[src/rtl/blake_seq_pkg.sv]
// blake_seq_pkg: shared state encoding, round counts and mode encoding for the BLAKE sequencer
package blake_seq_pkg;
  typedef enum logic [2:0] {IDLE, INIT, ROUND, FINAL, DONE} state_t;
  localparam int ROUNDS_512 = 16;
  localparam int ROUNDS_256 = 14;
  localparam logic MODE_512 = 1'b0;
  localparam logic MODE_256 = 1'b1;
endpackage

[src/rtl/blake_step_counter.sv]
// blake_step_counter: round/step counter pair with wrap and last-step detection
module blake_step_counter #(
  parameter int STEPS_PER_ROUND = 4,
  parameter int RND_W = 4,
  localparam int SW = STEPS_PER_ROUND > 1 ? $clog2(STEPS_PER_ROUND) : 1
) (
  input  logic             clk,
  input  logic             rstb,
  input  logic             clr,
  input  logic             en,
  input  logic [RND_W-1:0] rnd_limit,
  output logic [RND_W-1:0] round_idx,
  output logic [SW-1:0]    step_idx,
  output logic             last_step
);
  logic step_wrap;
  assign step_wrap = step_idx == SW'(STEPS_PER_ROUND - 1);
  assign last_step = step_wrap && round_idx == rnd_limit;
  always_ff @(posedge clk or negedge rstb)
    if (!rstb) begin
      round_idx <= '0;
      step_idx  <= '0;
    end else if (clr || (en && last_step)) begin
      round_idx <= '0;
      step_idx  <= '0;
    end else if (en) begin
      step_idx  <= step_wrap ? '0 : step_idx + 1'b1;
      round_idx <= round_idx + RND_W'(step_wrap);
    end
endmodule

[src/rtl/blake_round_seq.sv]
// blake_round_seq: BLAKE-512/256 compression round sequencer FSM; abort port enabled by BLAKE_ABORT_EN
module blake_round_seq
  import blake_seq_pkg::*;
#(
  parameter int STEPS_PER_ROUND = 4,
  parameter int RND_W = 4,
  localparam int SW = STEPS_PER_ROUND > 1 ? $clog2(STEPS_PER_ROUND) : 1
) (
  input  logic             clk,
  input  logic             rstb,
  input  logic             in_valid,
  output logic             in_ready,
  input  logic             mode,
  input  logic             last_block,
  output logic             init_round,
  output logic             round_ing,
  output logic [RND_W-1:0] round_idx,
  output logic [SW-1:0]    step_idx,
  output logic             final_en,
  output logic             out_valid,
  input  logic             out_ready,
  output logic             busy
`ifdef BLAKE_ABORT_EN
  ,
  input  logic             abort
`endif
);
  state_t state, nxt;
  logic mode_q, last_q, last_step, ab;
  logic [RND_W-1:0] rnd_limit;
`ifdef BLAKE_ABORT_EN
  assign ab = abort && state != IDLE;
`else
  assign ab = 1'b0;
`endif
  assign rnd_limit = mode_q == MODE_256 ? RND_W'(ROUNDS_256 - 1) : RND_W'(ROUNDS_512 - 1);
  always_ff @(posedge clk or negedge rstb)
    if (!rstb) begin
      state  <= IDLE;
      mode_q <= MODE_512;
      last_q <= 1'b0;
    end else begin
      state <= nxt;
      if (state == IDLE && in_valid) begin
        mode_q <= mode;
        last_q <= last_block;
      end
    end
  always_comb begin
    nxt = state;
    unique case (state)
      IDLE:    nxt = in_valid ? INIT : IDLE;
      INIT:    nxt = ROUND;
      ROUND:   nxt = last_step ? FINAL : ROUND;
      FINAL:   nxt = last_q ? DONE : IDLE;
      DONE:    nxt = out_ready ? IDLE : DONE;
      default: nxt = IDLE;
    endcase
    nxt = ab ? IDLE : nxt;
  end
  blake_step_counter #(.STEPS_PER_ROUND(STEPS_PER_ROUND), .RND_W(RND_W)) u_cnt (
    .clk       (clk),
    .rstb      (rstb),
    .clr       (state != ROUND || ab),
    .en        (state == ROUND),
    .rnd_limit (rnd_limit),
    .round_idx (round_idx),
    .step_idx  (step_idx),
    .last_step (last_step)
  );
  assign in_ready   = state == IDLE;
  assign init_round = state == INIT;
  assign round_ing  = state == ROUND;
  assign final_en   = state == FINAL;
  assign out_valid  = state == DONE;
  assign busy       = state != IDLE;
endmodule

[config.mk]
export PLATFORM = sky130hd
export DESIGN_NAME = blake_round_seq
export DESIGN_NICKNAME = d
export VERILOG_FILES = /design/src/rtl/blake_seq_pkg.sv /design/src/rtl/blake_step_counter.sv /design/src/rtl/blake_round_seq.sv
export SDC_FILE = /design/constraint.sdc
export NUM_CORES = 1
export LEC_CHECK = 0
export ABC_CLOCK_PERIOD_IN_PS = 2450
export BUFFER_PORTS_ARGS = -buffer_cell sky130_fd_sc_hd__clkbuf_2
export CAP_MARGIN = 20
export CELL_PAD_IN_SITES_DETAIL_PLACEMENT = 0
export CELL_PAD_IN_SITES_GLOBAL_PLACEMENT = 1
export CORE_AREA = 2 2 40 42
export CTS_CLUSTER_DIAMETER = 200
export CTS_CLUSTER_SIZE = 14
export DETAILED_ROUTE_END_ITERATION = 10
export DIE_AREA = 0 0 42 44
export PLACE_DENSITY_LB_ADDON = 0.1
export SYNTH_ARGS = -nofsm -noshare
export SYNTH_HDL_FRONTEND = slang
export SYNTH_SLANG_ARGS = --single-unit
export TNS_END_PERCENT = 50
[constraint.sdc]
create_clock -name clk -period 2.45 [get_ports clk]
set_clock_uncertainty 0.2 [all_clocks]
set_input_delay 0.245 -clock clk [delete_from_list [all_inputs] [get_ports clk]]
set_output_delay 0.245 -clock clk [all_outputs]
set_load 0.01 [all_outputs]
Word level (Yosys, flattened, before mapping)

Cells that the tools add are included.

Reduce and logical (&&, ||, !) cells: 7
Div/mod/pow operators: 0
Muxes and demuxes: 11
$lt $le $gt $ge: 0
Equal/unequal tests: 7
Multipliers: 0
Shift-type cells: 0
Add/sub/neg operators: 2
Bitwise logic cells: 0

Operators with widths:

| kind                                                            | number |
|---|---|
| 3-bit case mux with 5 select lines                              | 1 |
| 2-bit two-way mux                                               | 4 |
| 4-bit two-way mux                                               | 2 |
| 3-bit by 2-bit == test with 1-bit output, second input constant | 2 |
| 3-bit two-way mux                                               | 2 |
| 4-bit by 1-bit adder with 4-bit output                          | 1 |
| 4-bit == test                                                   | 1 |
| 3-bit by 1-bit == test with 1-bit output, second input constant | 1 |
| 3-bit == test, second input constant                            | 1 |
| 1-bit logical AND                                               | 3 |
| 3-bit logical NOT                                               | 1 |
| 3-bit by 2-bit != test with 1-bit output, second input constant | 1 |
| 3-bit nonzero test                                              | 1 |
| 2-bit by 1-bit adder with 2-bit output, second input constant   | 1 |
| 2-bit == test, second input constant                            | 1 |
| 1-bit two-way mux                                               | 2 |
| 2-bit nonzero test                                              | 1 |
| 1-bit logical OR                                                | 1 |

Memories kept: 0
Bits in registers: 11
Memory bits (writable): 0
Output and inout bits: 12
Word-level logic and storage cells: 32
Bits in latches: 0
Input bits: 6
Memory bits (read-only): 0

Longest topological paths before layout

Depth after elaboration: 6
Mapped depth: 5
Depth with buffers taken out: 5

By module

From an unflattened synthesis, not the netlist that was laid out.

Cell total of the unflattened synthesis: 65
Area total of the unflattened synthesis: 653.1 um^2

By module, submodules not included:

| module             | cells an instance | seq. area each (um^2) | area an instance (um^2) | instances |
|---|---|---|---|---|
| blake_step_counter | 40                | 150.1                 | 367.9                   | 1 |
| blake_round_seq    | 25                | 125.1                 | 285.3                   | 1 |

Worst setup path before layout

No wires, ideal clock.

Path type: reg2reg
From: register u_cnt.step_idx[0]
To: register u_cnt.round_idx[2]
Stages on the path, launching flop included: 6
Slack: 0.849 ns
Buffers on the path: 0
Required time: 2.131 ns
Arrival: 1.282 ns
Setup time: 0.119 ns
Period minus slack after synthesis: 1.601 ns
Cells stage by stage: dfrtp_1 ha_1 ha_1 ha_1 xor2_1 and2_1

Word-level cells in the longest chain between the ends: 5
Elaborated cells between the ends (all ways): 8
Classes of those cells: add/sub: 1; eq/ne: 1; mux: 2; reduce/logical: 4

Ends and longest elaborated chain:

| item                                                                           | line                     | text |
|---|---|---|
| start: declaration                                                             | blake_step_counter.sv:13 | `output logic [SW-1:0] step_idx,` |
| start signal: assignment                                                       | blake_step_counter.sv:27 | `step_idx <= step_wrap ? '0 : step_idx + 1'b1;` |
| 2-bit == test *                                                                | blake_step_counter.sv:17 | `assign step_wrap = step_idx == SW'(STEPS_PER_ROUND - 1);` |
| branches (longest 4 deep; another with 4-bit by 1-bit adder with 4-bit output) | n/a                      |  |
| end signal: assignment                                                         | blake_step_counter.sv:28 | `round_idx <= round_idx + RND_W'(step_wrap);` |
| end: declaration                                                               | blake_step_counter.sv:12 | `output logic [RND_W-1:0] round_idx,` |

Mark *: on every way between the ends. The select of a mux whose other input is x is not followed.
A chain may end at the register's enable or synchronous reset.

Worst setup path in the final report

From: register state[0]
To: output port round_ing

Word-level cells in the longest chain between the ends: 1

Ends and longest elaborated chain:

| item                                     | line                  | text |
|---|---|---|
| start: declaration                       | blake_round_seq.sv:28 | `state_t state, nxt;` |
| start signal: assignment                 | blake_round_seq.sv:43 | `state <= nxt;` |
| 3-bit by 2-bit == test with 1-bit output | blake_round_seq.sv:73 | `assign round_ing = state == ROUND;` |
| end: declaration                         | blake_round_seq.sv:16 | `output logic round_ing,` |

No other way between the ends.

==> flow_summary_export.csv <==
group,metric,value,unit
status,run_status,"finished, final reports clean",
synthesis,yosysSeqAreaShare,0.530,
worst_hold_path,worstHoldPathCells,2,
synthesis,synthMostInstantiatedCell,"dfrtp_1",
route,detail_route.drc_violations,0,
die,die_height,44,µm
global_routing,globalRouteTotalUtil,0.108,
clock_network,postCtsSetupBuffers,0,
global_routing,largest_net_degree_at_the_start_of_global_routing,12,
route,num_vias,366,
finish,final_nets,73,
synthesis,synth-compound-area-share,0.0434,
synthesis,netlist_area,519,µm²
synthesis,average_cell_area_after_synthesis,12.7,µm²
die,floorplan.initialDensity,0.366,
pwr,peakVddDrop,0.000261,V
route,wl_per_cell,11.4,µm
place,routabilityCongestion,0.721,
die,ioPinCount,18,
synthesis,synth_common_cells,"dfrtp_1, and2_1, ha_1",
synthesis,netlist-cell-type-count,21,
clock_network,cts_made_buffers,3,
finish,drive_above_1_share,0.429,
synthesis,synthDominantAreaCellType,"dfrtp_1",
sta,timing.setup.tns,0,ns
pwr,power_density,472,mW/mm²
synthesis,yosys_most_used_dff,"dfrtp_1",
sta,period_share,0.735,
worst_setup_path,r2r.worst_path.cells,5,
die,die_area,0.00185,mm²
finish,fillerInstances,144,
worst_setup_path,cp.buffers_inverters,2,
synthesis,ys_ff_latch,11,
sta,fmax,555,MHz
place,port_buffers,17,
worst_setup_path,rr_startpoint,"u_cnt.step_idx[0]",
worst_setup_path,timing.critical_path.cells,"or3b_1 > inv_1 > clkbuf_2",
route,detail-route-antenna-nets,0,
sta,setup_violations,0,
finish,antennaDiodeCount,0,
synthesis,yosys-mux-area-fraction,0.0578,
worst_setup_path,crit_family,"simple AND/OR/NAND/NOR gates",
clock_network,clk_root_buffer_cell,"clkbuf_4",
sta,worst_pin_slew,0.280,ns
clock_network,count_of_clock_tree_sinks,11,
sta,rsz_0062_raised_after_global_routing,"no",
worst_setup_path,cp.arrival,1.36,ns
global_routing,grt_pass1_vias,351,
worst_setup_path,timing.critical_path.slowest_stage_cell,"or3b_1",
worst_setup_path,timing.setup.critical_path_class,"flop to primary output",
sta,report.final.slew_viol_count,0,
sta,report.final.hold_viol_count,0,
route,initialDrtViolationCount,0,
die,core.rowCount,14,
route,routed_wirelength,898,µm
synthesis,synthCells,41,
clock_network,max-clock-path-buffers,2,
sta,timing.final.ws_setup,0.649,ns
worst_setup_path,worst_path_depth,3,
route,vias_per_cell,4.63,
synthesis,synth_top_area_frac,0.530,
place,placement.setup.worst_slack,0.836,ns
synthesis,synth_simple_gate_area_share,0.222,
worst_setup_path,launching_element_of_the_worst_setup_path,"state[0]",
finish,area_growth_syn_to_layout,27.2,%
worst_setup_path,critical_path.startpoint_type,"flop",
synthesis,post_synth_xor_area_fraction,0.0506,
synthesis,post_synth_adder_cell_area,0.0723,
run,maxCapViolCount,0,
synthesis,synthesis.nets,50,
worst_setup_path,worstPathMaxFanout,5,
sta,maxSlewHeadroom,0.814,
worst_setup_path,setup.worst_path.end_class,"primary output",
global_routing,grt_pass1_wl,1470,µm
synthesis,number_of_flops_mapped_to_enable_cells_by_yosys,0,
worst_hold_path,hp-class,"primary input to flop",
global_routing,grt_overflow,0,
synthesis,synth_warnings,0,
synthesis,synth_top_family_by_area,"simple AND/OR/NAND/NOR gates",
sta,finalCriticalPeriod,1.80,ns
worst_hold_path,holdCritStartpoint,"last_block",
synthesis,synth_top_cells_by_area,"dfrtp_1, ha_1, and2_1",
clock_network,clk_transition_reported_paths,0.07,ns
die,placeableCoreArea,0.00142,mm²
place,dp_hpwl,695,µm
global_routing,initial_antenna_violation_count,0,
die,die_w,42,µm
clock_network,clock_latency,0.26,ns
worst_setup_path,cp_slowest_stage_delay,0.46,ns
pwr,leakage,0.364,nW
worst_setup_path,critPathRequiredTime,2.01,ns
route,drt_first_pass_iters,1,
synthesis,synthArstFlopShare,1.00,
clock_network,tritoncts,"done",
clock_network,htreeDepth,1,
==> sequential cells by signal, summed over array words and instances, names as in the netlist <==
signal	cells
mode_q	1
state	3
last_q	1
u_cnt.round_idx	4
u_cnt.step_idx	2
==> stage by stage <==
stage	hold WS, ns	utilization	instance area (µm²)	total power [mW]	instances
2_1_floorplan	-0.251	-	519	0.186	41
3_3_place_gp	-0.0654	0.440	624	0.193	74
3_5_place_dp	-0.0600	0.440	624	0.194	74
4_1_cts	0.00159	0.466	661	0.319	79
5_1_grt	0.00316	0.466	661	0.328	79
6_report	0.00770	0.466	661	0.312	79
==> cell usage in the layout, fill, tap and decap left out <==
cell and instances:
clkbuf_2 17, dfrtp_1 11, and2_1 5, ha_1 3
clkbuf_4 3, nor3b_1 2, inv_1 2, xor2_1 2
mux2_4 2, and3b_1 1, or3b_1 1, or3_4 1
clkinv_2 1, a22o_1 1, and4_1 1, nand2_1 1
nand2_4 1, o21ai_0 1, or2_2 1, a21oi_2 1
nand3_1 1, xnor2_1 1, nor3_1 1, clkbuf_1 1
dlygate4sd3_1 1
==> worst register-to-register path, delay by kind of cell, from the launching register on <==
kind | cells | cell delay, ns
flops | 1 | 0.40
fa+ha+maj | 3 | 0.64
simple gates | 1 | 0.15
xor+xnor | 1 | 0.13
==> what timing repair did <==
item | CTS | global route
hold buffers | 1 | 0
gates resized for setup | 0 | 0
setup endpoints to repair | 0 | 0
hold endpoints to repair | 11 | 0
==> layout make-up <==
type	count	area [µm²]	share of cell area
Tap cell	16	20.0	0.0303
Clock buffer	4	26.3	0.0398
Timing Repair Buffer	18	95.1	0.144
Sequential cell	11	275	0.417
Multi-Input combinational cell	27	231	0.350
Inverter	3	12.5	0.0189
==> final timing paths <==
path | endpoint | slack [ns]
worst max register to register | u_cnt.round_idx[2] | 0.83
min in group asynchronous | state[2] | 0.18
worst max-delay path | round_ing | 0.65
worst min-delay path | last_q | 0.008
max in group asynchronous | u_cnt.round_idx[1] | 1.65
worst min register to register | u_cnt.step_idx[0] | 0.27
==> logic make-up after synthesis <==
kind of cell               count (synthesis)
muxes                                      2
adders and majority gates                  3
and+or+nand+nor                           16
xor gates and xnor gates                   3
AOI/OAI and AO/OA                          3
buffers and inverters                      3
DFF                                       11
==> report_power, final <==
| part | leakage [nW] | internal (mW) | switching [mW] |
|---|---|---|---|
| Combinational | 0.210 | 0.00414 | 0.00506 |
| Clock | 0.0150 | 0.0629 | 0.0583 |
| Sequential | 0.139 | 0.181 | 0 |
| Total | 0.364 | 0.249 | 0.0634 |
==> layer usage <==
metal | up-vias | part of all wire | track usage
met1 | 175 | 0.48 | 0.152
met3 | 0 | 0.048 | 0.0250
li1 | 183 | - | -
met2 | 8 | 0.47 | 0.153
met5 | - | 0 | 0
met4 | 0 | 0 | 0.0581
Power figures use the tool's default switching activity.
